==> src/rtl/cell_pos_reader_pkg.sv <==
// Shared types and constants for the per-cell position RAM reader.
// CELL_POS_RD_ID_EN adds the particle RAM address to each FIFO entry.
package cell_pos_reader_pkg;

    localparam int unsigned DATA_WIDTH       = 96;
    localparam int unsigned ADDR_WIDTH       = 8;
    localparam int unsigned PARTICLE_NUM_DEF = 220;
    localparam int unsigned FIFO_DEPTH_DEF   = 4;
    localparam int unsigned RD_LATENCY       = 2;

    localparam logic [ADDR_WIDTH-1:0] COUNT_ADDR = '0;

    typedef enum logic [2:0] {
        IDLE,
        RD_CNT,
        WAIT_CNT,
        STREAM,
        DRAIN,
        DONE
    } state_t;

    // One buffered particle: position plus end-of-cell marker (and source address)
    typedef struct packed {
`ifdef CELL_POS_RD_ID_EN
        logic [ADDR_WIDTH-1:0] id;
`endif
        logic                  last;
        logic [DATA_WIDTH-1:0] pos;
    } pos_entry_t;

endpackage

==> src/rtl/cell_pos_reader_if.sv <==
// Valid/ready particle stream from the cell reader to the pos cache fill logic.
// CELL_POS_RD_ID_EN adds out_id carrying the particle's RAM address.
interface cell_pos_reader_if;
    import cell_pos_reader_pkg::*;

    logic [DATA_WIDTH-1:0] out_pos;
    logic                  out_valid;
    logic                  out_ready;
    logic                  out_last;
`ifdef CELL_POS_RD_ID_EN
    logic [ADDR_WIDTH-1:0] out_id;
`endif

    modport master (
`ifdef CELL_POS_RD_ID_EN
        output out_id,
`endif
        output out_pos, out_valid, out_last,
        input  out_ready
    );

    modport slave (
`ifdef CELL_POS_RD_ID_EN
        input  out_id,
`endif
        input  out_pos, out_valid, out_last,
        output out_ready
    );

endinterface

==> src/rtl/cell_pos_rd_fifo.sv <==
// Synchronous FIFO for particle entries; head is read straight from the entry registers.
module cell_pos_rd_fifo
    import cell_pos_reader_pkg::*;
#(
    parameter  int unsigned DEPTH = FIFO_DEPTH_DEF,
    localparam int unsigned PTR_W = $clog2(DEPTH),
    localparam int unsigned CNT_W = $clog2(DEPTH + 1)
) (
    input  logic             clk,
    input  logic             rst,
    input  logic             i_push,
    input  pos_entry_t       i_data,
    input  logic             i_pop,
    output pos_entry_t       o_data,
    output logic             o_valid,
    output logic [CNT_W-1:0] o_count
);

    pos_entry_t       r_mem [DEPTH];
    logic [PTR_W-1:0] r_wr_ptr;
    logic [PTR_W-1:0] r_rd_ptr;
    logic [CNT_W-1:0] r_count;
    logic             w_push;
    logic             w_pop;

    assign w_push  = i_push && (r_count != CNT_W'(DEPTH));
    assign w_pop   = i_pop && (r_count != '0);
    assign o_data  = r_mem[r_rd_ptr];
    assign o_valid = (r_count != '0);
    assign o_count = r_count;

    always_ff @(posedge clk or posedge rst) begin
        if (rst) begin
            for (int i = 0; i < DEPTH; i++) r_mem[i] <= '0;
            r_wr_ptr <= '0;
            r_rd_ptr <= '0;
            r_count  <= '0;
        end else begin
            if (w_push) begin
                r_mem[r_wr_ptr] <= i_data;
                r_wr_ptr        <= r_wr_ptr + PTR_W'(1);
            end
            if (w_pop) r_rd_ptr <= r_rd_ptr + PTR_W'(1);
            case ({w_push, w_pop})
                2'b10:   r_count <= r_count + CNT_W'(1);
                2'b01:   r_count <= r_count - CNT_W'(1);
                default: r_count <= r_count;
            endcase
        end
    end

endmodule

==> src/rtl/cell_pos_reader.sv <==
// Reads the particle count from a cell position RAM, then streams particles 1..N downstream.
// CELL_POS_RD_ID_EN adds out_id (particle RAM address) to the output stream.
module cell_pos_reader
    import cell_pos_reader_pkg::*;
#(
    parameter int unsigned PARTICLE_NUM = PARTICLE_NUM_DEF,
    parameter int unsigned FIFO_DEPTH   = FIFO_DEPTH_DEF
) (
    input  logic                  clk,
    input  logic                  rst,
    input  logic                  start,
    output logic                  busy,
    output logic                  done,
    output logic                  cnt_err,
    output logic [ADDR_WIDTH-1:0] particle_count,
    output logic [ADDR_WIDTH-1:0] ram_address,
    output logic                  ram_rden,
    output logic                  ram_wren,
    input  logic [DATA_WIDTH-1:0] ram_q,
    cell_pos_reader_if.master     out_if
);

    localparam int unsigned           CNT_W     = $clog2(FIFO_DEPTH + 1);
    localparam logic [ADDR_WIDTH-1:0] MAX_COUNT = ADDR_WIDTH'(PARTICLE_NUM - 1);

    state_t                r_state;
    state_t                w_state_nxt;
    logic                  r_wait_second;
    logic                  r_busy;
    logic                  r_done;
    logic                  r_cnt_err;
    logic [ADDR_WIDTH-1:0] r_count;
    logic [ADDR_WIDTH-1:0] r_addr;
    logic [RD_LATENCY-1:0] r_ret_vld;
    logic [RD_LATENCY-1:0] r_ret_last;
`ifdef CELL_POS_RD_ID_EN
    logic [ADDR_WIDTH-1:0] r_ret_id [RD_LATENCY];
`endif
    logic [CNT_W-1:0]      w_fifo_count;
    logic [CNT_W:0]        w_inflight;
    logic [CNT_W:0]        w_credit_used;
    logic                  w_issue;
    logic                  w_fifo_valid;
    logic                  w_pop;
    logic                  w_drained;
    logic                  w_clamp_hit;
    logic [ADDR_WIDTH-1:0] w_raw_count;
    logic [ADDR_WIDTH-1:0] w_clamped;
    pos_entry_t            w_push_entry;
    pos_entry_t            w_head;

    assign w_raw_count   = ram_q[ADDR_WIDTH-1:0];
    assign w_clamp_hit   = (w_raw_count > MAX_COUNT);
    assign w_clamped     = w_clamp_hit ? MAX_COUNT : w_raw_count;

    // Reads only issue while buffered plus in-flight words leave a free FIFO slot
    assign w_inflight    = (CNT_W + 1)'($countones(r_ret_vld));
    assign w_credit_used = {1'b0, w_fifo_count} + w_inflight;
    assign w_issue       = (r_state == STREAM) && (w_credit_used < (CNT_W + 1)'(FIFO_DEPTH));
    assign w_pop         = w_fifo_valid && out_if.out_ready;
    assign w_drained     = (w_inflight == '0) &&
                           ((w_fifo_count == '0) || ((w_fifo_count == CNT_W'(1)) && w_pop));

    assign ram_rden       = (r_state == RD_CNT) || w_issue;
    assign ram_address    = r_addr;
    assign ram_wren       = 1'b0;
    assign busy           = r_busy;
    assign done           = r_done;
    assign cnt_err        = r_cnt_err;
    assign particle_count = r_count;

    always_ff @(posedge clk or posedge rst) begin
        if (rst) r_state <= IDLE;
        else     r_state <= w_state_nxt;
    end

    always_comb begin
        w_state_nxt = r_state;
        case (r_state)
            IDLE:     if (start) w_state_nxt = RD_CNT;
            RD_CNT:   w_state_nxt = WAIT_CNT;
            WAIT_CNT: if (r_wait_second) w_state_nxt = (w_clamped == '0) ? DONE : STREAM;
            STREAM:   if (w_issue && (r_addr == r_count)) w_state_nxt = DRAIN;
            DRAIN:    if (w_drained) w_state_nxt = DONE;
            DONE:     w_state_nxt = IDLE;
            default:  w_state_nxt = IDLE;
        endcase
    end

    always_ff @(posedge clk or posedge rst) begin
        if (rst) begin
            r_wait_second <= 1'b0;
            r_busy        <= 1'b0;
            r_done        <= 1'b0;
            r_cnt_err     <= 1'b0;
            r_count       <= '0;
            r_addr        <= '0;
            r_ret_vld     <= '0;
            r_ret_last    <= '0;
        end else begin
            r_busy        <= (w_state_nxt != IDLE);
            r_done        <= (w_state_nxt == DONE);
            r_wait_second <= (r_state == WAIT_CNT) && !r_wait_second;
            if ((r_state == IDLE) && start) begin
                r_addr    <= COUNT_ADDR;
                r_cnt_err <= 1'b0;
            end else if ((r_state == WAIT_CNT) && r_wait_second) begin
                r_count   <= w_clamped;
                r_cnt_err <= w_clamp_hit;
                r_addr    <= ADDR_WIDTH'(1);
            end else if (w_issue) begin
                r_addr    <= r_addr + ADDR_WIDTH'(1);
            end
            // Return tracker: one stage per cycle of RAM read latency
            r_ret_vld  <= {r_ret_vld[RD_LATENCY-2:0], w_issue};
            r_ret_last <= {r_ret_last[RD_LATENCY-2:0], (r_addr == r_count)};
        end
    end

`ifdef CELL_POS_RD_ID_EN
    always_ff @(posedge clk or posedge rst) begin
        if (rst) begin
            for (int i = 0; i < RD_LATENCY; i++) r_ret_id[i] <= '0;
        end else begin
            r_ret_id[0] <= r_addr;
            for (int i = 1; i < RD_LATENCY; i++) r_ret_id[i] <= r_ret_id[i-1];
        end
    end
`endif

    always_comb begin
        w_push_entry      = '0;
        w_push_entry.pos  = ram_q;
        w_push_entry.last = r_ret_last[RD_LATENCY-1];
`ifdef CELL_POS_RD_ID_EN
        w_push_entry.id   = r_ret_id[RD_LATENCY-1];
`endif
    end

    cell_pos_rd_fifo #(
        .DEPTH (FIFO_DEPTH)
    ) u_fifo (
        .clk     (clk),
        .rst     (rst),
        .i_push  (r_ret_vld[RD_LATENCY-1]),
        .i_data  (w_push_entry),
        .i_pop   (w_pop),
        .o_data  (w_head),
        .o_valid (w_fifo_valid),
        .o_count (w_fifo_count)
    );

    assign out_if.out_pos   = w_head.pos;
    assign out_if.out_valid = w_fifo_valid;
    assign out_if.out_last  = w_head.last;
`ifdef CELL_POS_RD_ID_EN
    assign out_if.out_id    = w_head.id;
`endif

endmodule

==> src/flat_wrapper.sv <==
// flat-port wrapper written by rule: the top's interface ports become plain ports
module cell_pos_reader_flat import cell_pos_reader_pkg::*;
#(
    parameter int unsigned PARTICLE_NUM = PARTICLE_NUM_DEF,
    parameter int unsigned FIFO_DEPTH   = FIFO_DEPTH_DEF
)
  (clk, rst, start, busy, done, cnt_err, particle_count, ram_address, ram_rden, ram_wren, ram_q, out_if_out_pos, out_if_out_valid, out_if_out_last, out_if_out_ready);
  cell_pos_reader_if out_if_i ();
  input  logic clk;
  input  logic rst;
  input  logic start;
  output logic busy;
  output logic done;
  output logic cnt_err;
  output logic [ADDR_WIDTH-1:0] particle_count;
  output logic [ADDR_WIDTH-1:0] ram_address;
  output logic ram_rden;
  output logic ram_wren;
  input  logic [DATA_WIDTH-1:0] ram_q;
  output wire logic [$bits(out_if_i.out_pos)-1:0] out_if_out_pos;
  output wire logic [$bits(out_if_i.out_valid)-1:0] out_if_out_valid;
  output wire logic [$bits(out_if_i.out_last)-1:0] out_if_out_last;
  input wire logic [$bits(out_if_i.out_ready)-1:0] out_if_out_ready;
  assign out_if_out_pos = out_if_i.out_pos;
  assign out_if_out_valid = out_if_i.out_valid;
  assign out_if_out_last = out_if_i.out_last;
  assign out_if_i.out_ready = out_if_out_ready;
  cell_pos_reader #(.PARTICLE_NUM(PARTICLE_NUM), .FIFO_DEPTH(FIFO_DEPTH)) u_core (.clk(clk), .rst(rst), .start(start), .busy(busy), .done(done), .cnt_err(cnt_err), .particle_count(particle_count), .ram_address(ram_address), .ram_rden(ram_rden), .ram_wren(ram_wren), .ram_q(ram_q), .out_if(out_if_i));
endmodule
==> config.mk <==
export PLATFORM = sky130hd
export DESIGN_NAME = cell_pos_reader_flat
export DESIGN_NICKNAME = d
export VERILOG_FILES = /design/src/rtl/cell_pos_reader_pkg.sv /design/src/rtl/cell_pos_reader_if.sv /design/src/rtl/cell_pos_rd_fifo.sv /design/src/rtl/cell_pos_reader.sv /design/src/flat_wrapper.sv
export SDC_FILE = /design/constraint.sdc
export NUM_CORES = 1
export LEC_CHECK = 0
export CAP_MARGIN = 20
export CORE_MARGIN = 10
export CORE_UTILIZATION = 30
export DETAILED_ROUTE_END_ITERATION = 8
export HOLD_SLACK_MARGIN = 0.02
export MAX_ROUTING_LAYER = met4
export SLEW_MARGIN = 30
export SYNTH_ARGS = -nofsm -noshare
export SYNTH_HDL_FRONTEND = slang
export SYNTH_SLANG_ARGS = --single-unit
==> constraint.sdc <==
create_clock -name clk -period 28.4 [get_ports clk]
set_input_delay 5.68 -clock clk [delete_from_list [all_inputs] [get_ports clk]]
set_output_delay 5.68 -clock clk [all_outputs]
set_load 0.005 [all_outputs]
---- Yosys cells after proc, flatten, opt, wreduce, memory -nomap -nowiden ----
Cells that the tools add are included.
storage, ports and cells
  bits in registers ....................... 422
  bits in latches ......................... 0
  RAM bits ................................ 0
  bits in read-only memories .............. 0
  input port bits ......................... 100
  output and inout port bits .............. 119
  memories kept ........................... 0
cells by class
  add/sub/neg operators ................... 7
  multipliers ............................. 0
  div/mod/pow operators ................... 0
  order comparisons ....................... 5
  eq/ne operators ......................... 10
  shifts and indexed selects .............. 0
  mux-type cells .......................... 19
  bitwise gates (word level) .............. 3
  reduce and logical (&&, ||, !) cells .... 24
operator list
  cell                   number
  $bwmux W388            1
  $mux W97               3
  $bmux W97 S2           1
  $demux W97 S2          1
  $mux W8                4
  $mux W3                5
  $pmux W3 S5            1
  $logic_and A1 B1 Y1    11
  $reduce_bool A3 Y1     3
  $add A8 B1 Y8 const B  1
  $eq A8 B8 Y1           1
  $gt A8 B8 Y1 const B   1
  $logic_not A8 Y1       1
  $eq A3 B1 Y1 const B   2
  $eq A3 B2 Y1 const B   2
  $eq A3 B3 Y1 const B   2
  $ge A3 B3 Y1 const B   2
  $logic_not A3 Y1       2
  $not A2 Y3             2
  $pmux W3 S2            1
  $add A2 B1 Y2 const B  2
  $add A3 B4 Y4          1
  $logic_not A4 Y1       1
  $lt A4 B3 Y1 const B   1
  other kinds (13)       16

---- Depth between registers and ports, before layout ----
Gate-level depths: netlist of run 1.
  word-level depth ........................ 8
  gate-level depth with buffers ........... 8
  mapped depth without buffers ............ 8

---- Modules after synthesis ----
Synthesis of run 1 repeated with hierarchy kept, for this count alone.
second synthesis, totals
  cell total of the unflattened synthesis .. 1119
  area total of the unflattened synthesis .. 18461.5 sq um
modules (own cells, without submodules)
  module            instances  cells an instance  area an instance (sq um)
  cell_pos_rd_fifo  1          976                17113.9
  cell_pos_reader   1          143                1347.5

---- Least setup slack after synthesis of run 1 ----
OpenSTA, ideal clock, no wires.
  path kind ............................... register -> output
  start point ............................. register u_core.u_fifo.r_rd_ptr[0]
  end point ............................... output out_if_out_pos[88]
  data arrival time ....................... 1483 ps
  required time ........................... 22720 ps
  setup slack ............................. 21237 ps
  stages on the path, launching flop included .. 5
  path buffers ............................ 3
  path through ............................ dfrtp_1 -> buf_2 -> buf_4 -> buf_2 -> mux4_2
between the ends
  cells in the longest elaborated chain, start to end .. 4
ends and longest elaborated chain
  what                                          RTL line                text
  start, declared                               cell_pos_rd_fifo.sv:21  logic [PTR_W-1:0] r_rd_ptr;
  start signal, assigned                        cell_pos_rd_fifo.sv:43  if (w_pop) r_rd_ptr <= r_rd_ptr + PTR_W'(1);
  $not A2 Y3 (implied by the code)              cell_pos_rd_fifo.sv:28  assign o_data = r_mem[r_rd_ptr];
  $bmux W97 S2                                  cell_pos_rd_fifo.sv:28
  $mux W97 (implied by the code) (2 in series)  cell_pos_rd_fifo.sv:28
  end, declared                                 flat_wrapper.sv:20      output wire logic [$bits(out_if_i.out_pos)-1:0] out_if_out_pos;
Every way passes these cells. The select of a mux whose other input is x is not followed.

---- Worst setup path after layout of run 1 ----
  start point ............................. register u_core.u_fifo.r_rd_ptr[1]
  end point ............................... output out_if_out_pos[31]
The elaborated chain is that of the path after synthesis.

==> impl_metrics.py, run 1 <==
metrics = {
    "status": {
        "outcome": "completed",
    },
    "sta": {
        "period_share_pct": 31.8,
        "min_period_ns": 9.03,
        "finalClockSkew_ns": 0.0200,
        "rsz0062_at_grt": "false",
        "tns_ns": 0,
        "hold_viol_final": 0,
        "tightest_slew_ns": 0.970,
        "slew_viol_final": 0,
        "max_freq_mhz": 111,
        "worst_slack_ns": 19.37,
        "setup_violations": 0,
        "relSlewSlack_pct": 35.3,
    },
    "cts": {
        "post_cts_buffers": 0,
        "cts_tree": "yes",
        "root_buffer": "clkbuf_16",
        "clk_latency_ns": 0.57,
        "cts_max_path_buffers": 3,
        "clk_pin_slew_ns": 0.06,
        "ctsResizeCount": 0,
        "cts.sinks": 422,
        "holdBufCountCts": 0,
        "cts_max_level": 2,
        "numCtsBuffers": 49,
    },
    "synthesis": {
        "ys_seq_area_share_pct": 57.3,
        "ys_warn_count": 0,
        "synthDistinctLibCells": 40,
        "synth_nets": 1225,
        "synth_cells": 1112,
        "avgSynthCellArea_um2": 16.6,
        "synth.ff_latch_count": 422,
        "syn-cell-area_um2": 18400,
    },
    "power_and_ir_drop": {
        "max-vdd-ir-drop_uv": 63.4,
        "p_total_mw": 2.91,
        "p_leak_nw": 9.26,
        "power.density_nw_per_um2": 127,
    },
    "worst_hold_path": {
        "worstHoldPathCells": 0,
        "hold_class": "reg2reg",
    },
    "critical_path": {
        "worstPathCellList": "buf_4 > mux4_2 > clkdlybuf4s50_1",
        "crit_arrival_ns": 3.35,
        "worstRegToRegCells": 6,
        "cp_max_fo": 55,
        "regToRegSetupSlack_ns": 25.35,
        "cp_slowest_cell": "dfrtp_4",
        "crit_family": "buffers and inverters",
        "timing_worst_setup_path_type": "reg2out",
        "cp_slowest_stage_delay_ns": 0.93,
        "cp_data_required_time_ns": 22.72,
        "setup.worst_path.end_class": "output pin",
        "cp.depth": 3,
        "worst_setup_path_start_kind": "flip-flop",
        "worst-path-buf-inv": 2,
    },
    "finish": {
        "final_nets": 1437,
        "syn_to_final_growth_pct": 24.0,
        "register_area_um2": 10600,
        "layout.cells.non_filler": 2138,
        "fill_cells": 5688,
        "multi_input_area_um2": 7440,
        "layout-drive-gt1-share_pct": 42.6,
    },
    "detailed_routing": {
        "dr.pass1.iters": 4,
        "routed_wl_mm": 43.2,
        "vias_per_cell": 4.83,
        "ant_nets": 0,
        "drc": 0,
        "vias": 10300,
        "drt_iter0_drc": 440,
        "wl_per_cell_um": 20.2,
    },
    "grt": {
        "grt_use_met1_pct": 15.3,
        "grt.busiest_layer": "met2",
        "met2_usage_pct": 20.1,
        "met3_usage_pct": 3.29,
        "grt_antenna_before_repair": 3,
        "grt_pass1_wl_mm": 67.9,
        "grt_pass1_vias": 11400,
        "grt_usage_pct": 12.4,
        "grt_max_degree": 145,
        "grt_overflow_total": 0,
    },
    "die": {
        "die-area_um2": 71700,
        "core_region_area_um2": 60600,
        "initial_core_util_pct": 30.4,
        "ios": 219,
        "die_w_um": 268,
        "rows": 90,
        "die_h_um": 268,
    },
    "place": {
        "gp_congestion": 0.710,
        "place_inst": 2055,
        "post-dp-hpwl_mm": 26.6,
        "dp_worst_setup_slack_ns": 19.50,
        "port-buffer-count": 217,
    },
    "flow_run": {
        "cap_violations": 0,
    },
}
[stage by stage]
step	area [µm²]	util, %	hold slack, ns
2_1_floorplan	18400	-	0.331
3_3_place_gp	21300	35.2	0.357
3_5_place_dp	21300	35.2	0.355
4_1_cts	22800	37.7	0.367
5_1_grt	22800	37.7	0.365
6_report	22800	37.7	0.359
[layer usage]
metal	vias to the layer above	share of wire (%)
met3	52	6.1
met1	5516	44
met5	-	0
met4	0	1.8
li1	4558	-
met2	202	48
[final cells by class]
cell class                 instances  area share [%]
clock inverter                     8           0.471
timing repair buffer             229            9.97
antenna                            5          0.0548
tap                              782            4.28
sequential                       422            46.3
inverter                          12           0.252
multi-input combinational        610            32.6
clock buffer                      70            6.11
[flip-flops by register name, summed over array words and instances (netlist names)]
name / cells
u_core.ram_address: 8
u_core.u_fifo.o_count: 3
u_core.busy: 1
u_core.particle_count: 8
u_core.done: 1
u_core.u_fifo.r_wr_ptr: 2
u_core.r_ret_vld: 2
u_core.r_state: 3
u_core.r_ret_last: 2
u_core.u_fifo.r_rd_ptr: 2
u_core.u_fifo.r_mem: 388
u_core.r_wait_second: 1
u_core.cnt_err: 1
[cells in the mapped netlist]
cell type  number  area, µm²
dfrtp_1       422      10600
mux2_2        390       4390
mux4_2         97       2180
buf_2          43        215
nor2_1         20       75.1
xnor2_1        18        158
ha_1           13        163
inv_1          12       45.0
clkbuf_1       11       41.3
nand2_1        11       41.3
a21oi_1         9       45.0
buf_4           8       60.1
buf_6           6       67.6
o21ai_0         6       30.0
nand2_2         4       25.0
nand4_1         4       25.0
nor3_1          4       20.0
xor2_1          4       35.0
nand2b_1        3       18.8
nand3_1         3       15.0
nor4_1          3       18.8
or4_1           3       22.5
a211oi_2        1       12.5
a21o_1          1       7.51
a21oi_4         1       16.3
a22oi_1         1       7.51
a311o_1         1       10.0
a311oi_1        1       8.76
a31oi_1         1       6.26
and2_1          1       6.26
and3b_1         1       8.76
and4b_1         1       10.0
conb_1          1       3.75
mux2i_1         1       10.0
nand3b_1        1       7.51
nor3_2          1       10.0
nor4b_1         1       8.76
o22ai_1         1       6.26
o32a_1          1       10.0
or2_2           1       6.26
[cells in the final DEF, fill, tap and decap left out, types with 4 or more instances in the layout]
master and instances:
nor2_1 20, xnor2_1 18, nor3_1 4, o21ai_0 6, a21oi_1 9, dfrtp_1 420, nand2_4 4, clkbuf_16 49
clkbuf_8 9, clkbuf_1 12, ha_1 13, clkdlybuf4s50_1 217, buf_6 4, inv_1 11, mux4_2 97, nand4_1 4
buf_4 8, xor2_1 4, mux2_2 390, nand2_1 11, diode_2 5
[path summary, 6_finish.rpt]
path                                                   endpoint                                  start
max                                          out_if_out_pos[31]  u_core.u_fifo.r_rd_ptr[1]$_DFFE_PP0P_
min                              u_core.r_ret_last[1]$_DFF_PP0_         u_core.r_ret_last[0]$_DFF_PP0_
max reg2reg                 u_core.u_fifo.r_mem[54]$_DFFE_PP0P_   u_core.u_fifo.o_count[0]$_DFFE_PP0P_
min reg2reg                      u_core.r_ret_last[1]$_DFF_PP0_         u_core.r_ret_last[0]$_DFF_PP0_
max in group asynchronous  u_core.u_fifo.r_mem[209]$_DFFE_PP0P_                                    rst
min in group asynchronous  u_core.u_fifo.r_mem[335]$_DFFE_PP0P_                                    rst
[kinds of logic (layout without fill, tap and decap cells)]
| group | Yosys count | in the layout | synth area share (%) |
|---|---|---|---|
| DFF | 422 | 422 | 57.3 |
| muxes | 488 | 488 | 35.8 |
| and+or+nand+nor | 62 | 62 | 1.73 |
| other | 1 | 6 | 0.0204 |
| AOI/OAI and AO/OA | 24 | 24 | 0.870 |
| buffers and inverters | 80 | 319 | 2.33 |
| adders and majority gates | 13 | 13 | 0.883 |
| xor gates and xnor gates | 22 | 22 | 1.05 |
[power by group]
| part | switching, mW | internal (mW) |
|---|---|---|
| Clock | 0.239 | 0.356 |
| Combinational | 0.439 | 0.796 |
| Sequential | 0.172 | 0.906 |
Note: power is estimated with default switching activity, not from simulation.
==> run 2, diff against run 1 <==
clock period = 8.68 ns   (was 28.4 ns; I/O delays follow)
==> run 2 against run 1 <==
Effect of this change: combinational power increased to 3.2 times the previous value; register-to-register slack got worse by 20 ns; critical path type unchanged; power increased to 3.3 times the previous value; largest power group unchanged; non-clock buffer count increased by 1; final area increased by 0.51%.
==> impl_metrics.py, run 2 (synthesis results as in run 1) <==
metrics = {
    "finish": {
        "final_common_cell": "dfrtp_1",
        "syn_to_final_growth_pct": 24.7,
        "largest_reg_flops": 388,
        "regMostFlops": "u_core.u_fifo.r_mem",
        "final_nets": 1437,
        "utilization_pct": 37.9,
        "final_cell_mix": "dfrtp_1 (420), mux2_2 (390), clkdlybuf4s50_1 (217), mux4_2 (97), clkbuf_16 (49)",
        "layout-drive-gt1-share_pct": 42.7,
    },
    "power_and_ir_drop": {
        "p_switching_mw": 2.77,
        "p_total_mw": 9.58,
        "combPwrFrac_pct": 41.6,
        "p_leak_nw": 9.32,
        "intPower_mw": 6.81,
        "seqPwrFrac_pct": 37.1,
        "max-vdd-ir-drop_uv": 189,
        "power.density_nw_per_um2": 417,
        "switching_share_pct": 28.9,
        "clkPwrFrac_pct": 21.3,
    },
    "cts": {
        "cts_max_path_buffers": 3,
        "cts_max_level": 2,
        "ctsResizeCount": 0,
        "clk_latency_ns": 0.58,
        "holdBufCountCts": 0,
        "numCtsBuffers": 48,
        "clk_pin_slew_ns": 0.05,
        "cts_tree": "yes",
        "cts.sinks": 422,
        "root_buffer": "clkbuf_16",
        "post_cts_buffers": 0,
    },
    "die": {
        "die_w_um": 268,
        "rows": 90,
        "core_region_area_um2": 60600,
        "ios": 219,
        "die_h_um": 268,
        "initial_core_util_pct": 30.4,
        "die-area_um2": 71700,
    },
    "critical_path": {
        "timing_worst_setup_path_type": "reg2out",
        "worstPathCellList": "buf_4 > mux4_2 > clkdlybuf4s50_1",
        "cp.depth": 3,
        "crit_family": "buffers and inverters",
        "cp_data_required_time_ns": 6.94,
        "cp_slowest_stage_delay_ns": 0.90,
        "setup.worst_path.end_class": "output pin",
        "worst_setup_path_start_kind": "flip-flop",
        "cp_slowest_cell": "dfrtp_4",
        "worst-path-buf-inv": 2,
        "worstRegToRegCells": 6,
        "crit_arrival_ns": 3.29,
        "cp_max_fo": 52,
    },
    "place": {
        "gp_congestion": 0.717,
        "dp_worst_setup_slack_ns": 4.18,
        "post-dp-hpwl_mm": 26.7,
        "port-buffer-count": 217,
    },
    "flow_run": {
        "cap_violations": 0,
    },
    "sta": {
        "max_freq_mhz": 199,
        "rsz0062_at_grt": "false",
        "min_period_ns": 5.03,
        "slew_viol_final": 0,
        "finalClockSkew_ns": 0.0201,
        "setup_violations": 0,
        "hold_viol_final": 0,
        "tightest_slew_ns": 0.895,
        "hold_ws_ns": 0.345,
        "worst_slack_ns": 3.65,
        "tns_ns": 0,
        "relSlewSlack_pct": 40.3,
        "period_share_pct": 57.9,
    },
    "grt": {
        "grt_pass1_wl_mm": 68.8,
        "grt_pass1_vias": 11600,
        "grt_antenna_before_repair": 1,
        "grt_usage_pct": 12.5,
        "grt_overflow_total": 0,
        "grt_max_degree": 177,
    },
    "detailed_routing": {
        "dr.pass1.iters": 5,
        "vias_per_cell": 4.81,
        "drt_iter0_drc": 521,
        "wl_per_cell_um": 19.9,
        "routed_wl_mm": 42.8,
        "ant_nets": 0,
        "drc": 0,
        "vias": 10300,
    },
    "worst_hold_path": {
        "hold_class": "reg2reg",
        "worstHoldPathCells": 0,
    },
    "status": {
        "outcome": "completed",
    },
}
## run 2: changes by cell type in the layout (fill, tap and decap cells not counted), moves of 2 or more
cell,before,now
clkinv_4,2,0
buf_6,4,1
diode_2,5,2
buf_12,0,2
clkinv_2,1,6
clkbuf_1,12,17
bufinv_16,2,4
## run 2: per-stage QoR
stage	area (µm²)	cells
after floorplan	18400	1112
after global placement	21300	2055
after detailed placement	21300	2055
after CTS	22900	2143
after global routing	23000	2145
final	23000	2146
## run 2: final timing paths
| path | start | end | slack, ns |
|---|---|---|---|
| setup / recovery | u_core.u_fifo.r_rd_ptr[1]$_DFFE_PP0P_ | out_if_out_pos[7] | 3.65 |
| max in group asynchronous | rst | u_core.u_fifo.r_mem[68]$_DFFE_PP0P_ | 5.47 |
| setup reg to reg | u_core.u_fifo.o_count[0]$_DFFE_PP0P_ | u_core.u_fifo.r_mem[89]$_DFFE_PP0P_ | 5.66 |
| hold reg to reg | u_core.r_ret_last[0]$_DFF_PP0_ | u_core.r_ret_last[1]$_DFF_PP0_ | 0.34 |
| min in group asynchronous | rst | u_core.u_fifo.r_mem[304]$_DFFE_PP0P_ | 1.68 |
| hold / removal | u_core.r_ret_last[0]$_DFF_PP0_ | u_core.r_ret_last[1]$_DFF_PP0_ | 0.34 |
## run 2: final cells by class
class	instances	area, µm²
Clock buffer	76	1430
Antenna cell	2	5.00
Clock inverter	12	168
Multi-Input combinational cell	610	7440
Inverter	12	48.8
Sequential cell	422	10600
Fill cell	5689	37600
Tap cell	782	978
Timing Repair Buffer	230	2320
## run 2: power by group through the flow
stage	clock (mW)	combinational, mW	sequential, mW
3_5_place_dp	0	4.09	3.59
5_1_grt	2.20	4.34	3.69
3_3_place_gp	0	4.02	3.55
4_1_cts	2.12	4.11	3.57
2_1_floorplan	0	2.59	3.32
6_report	2.04	3.99	3.56
## run 2: worst reg2reg max path: cells and delay by family, from the launching register on
family	cells	cell delay, ns
buffers and inverters	2	0.97
multiplexers	1	0.45
AND/OR/NAND/NOR	1	0.63
adder cells (fa/ha/maj)	1	0.25
AO/OA/AOI/OAI	1	0.16
flip-flops	1	0.44
## run 2: layer usage
| metal | wire [µm] | track usage, % |
|---|---|---|
| met2 | 21000 | 20.2 |
| met1 | 18400 | 15.1 |
| met5 | 0 | - |
| met4 | 786 | 3.13 |
| met3 | 2620 | 3.63 |
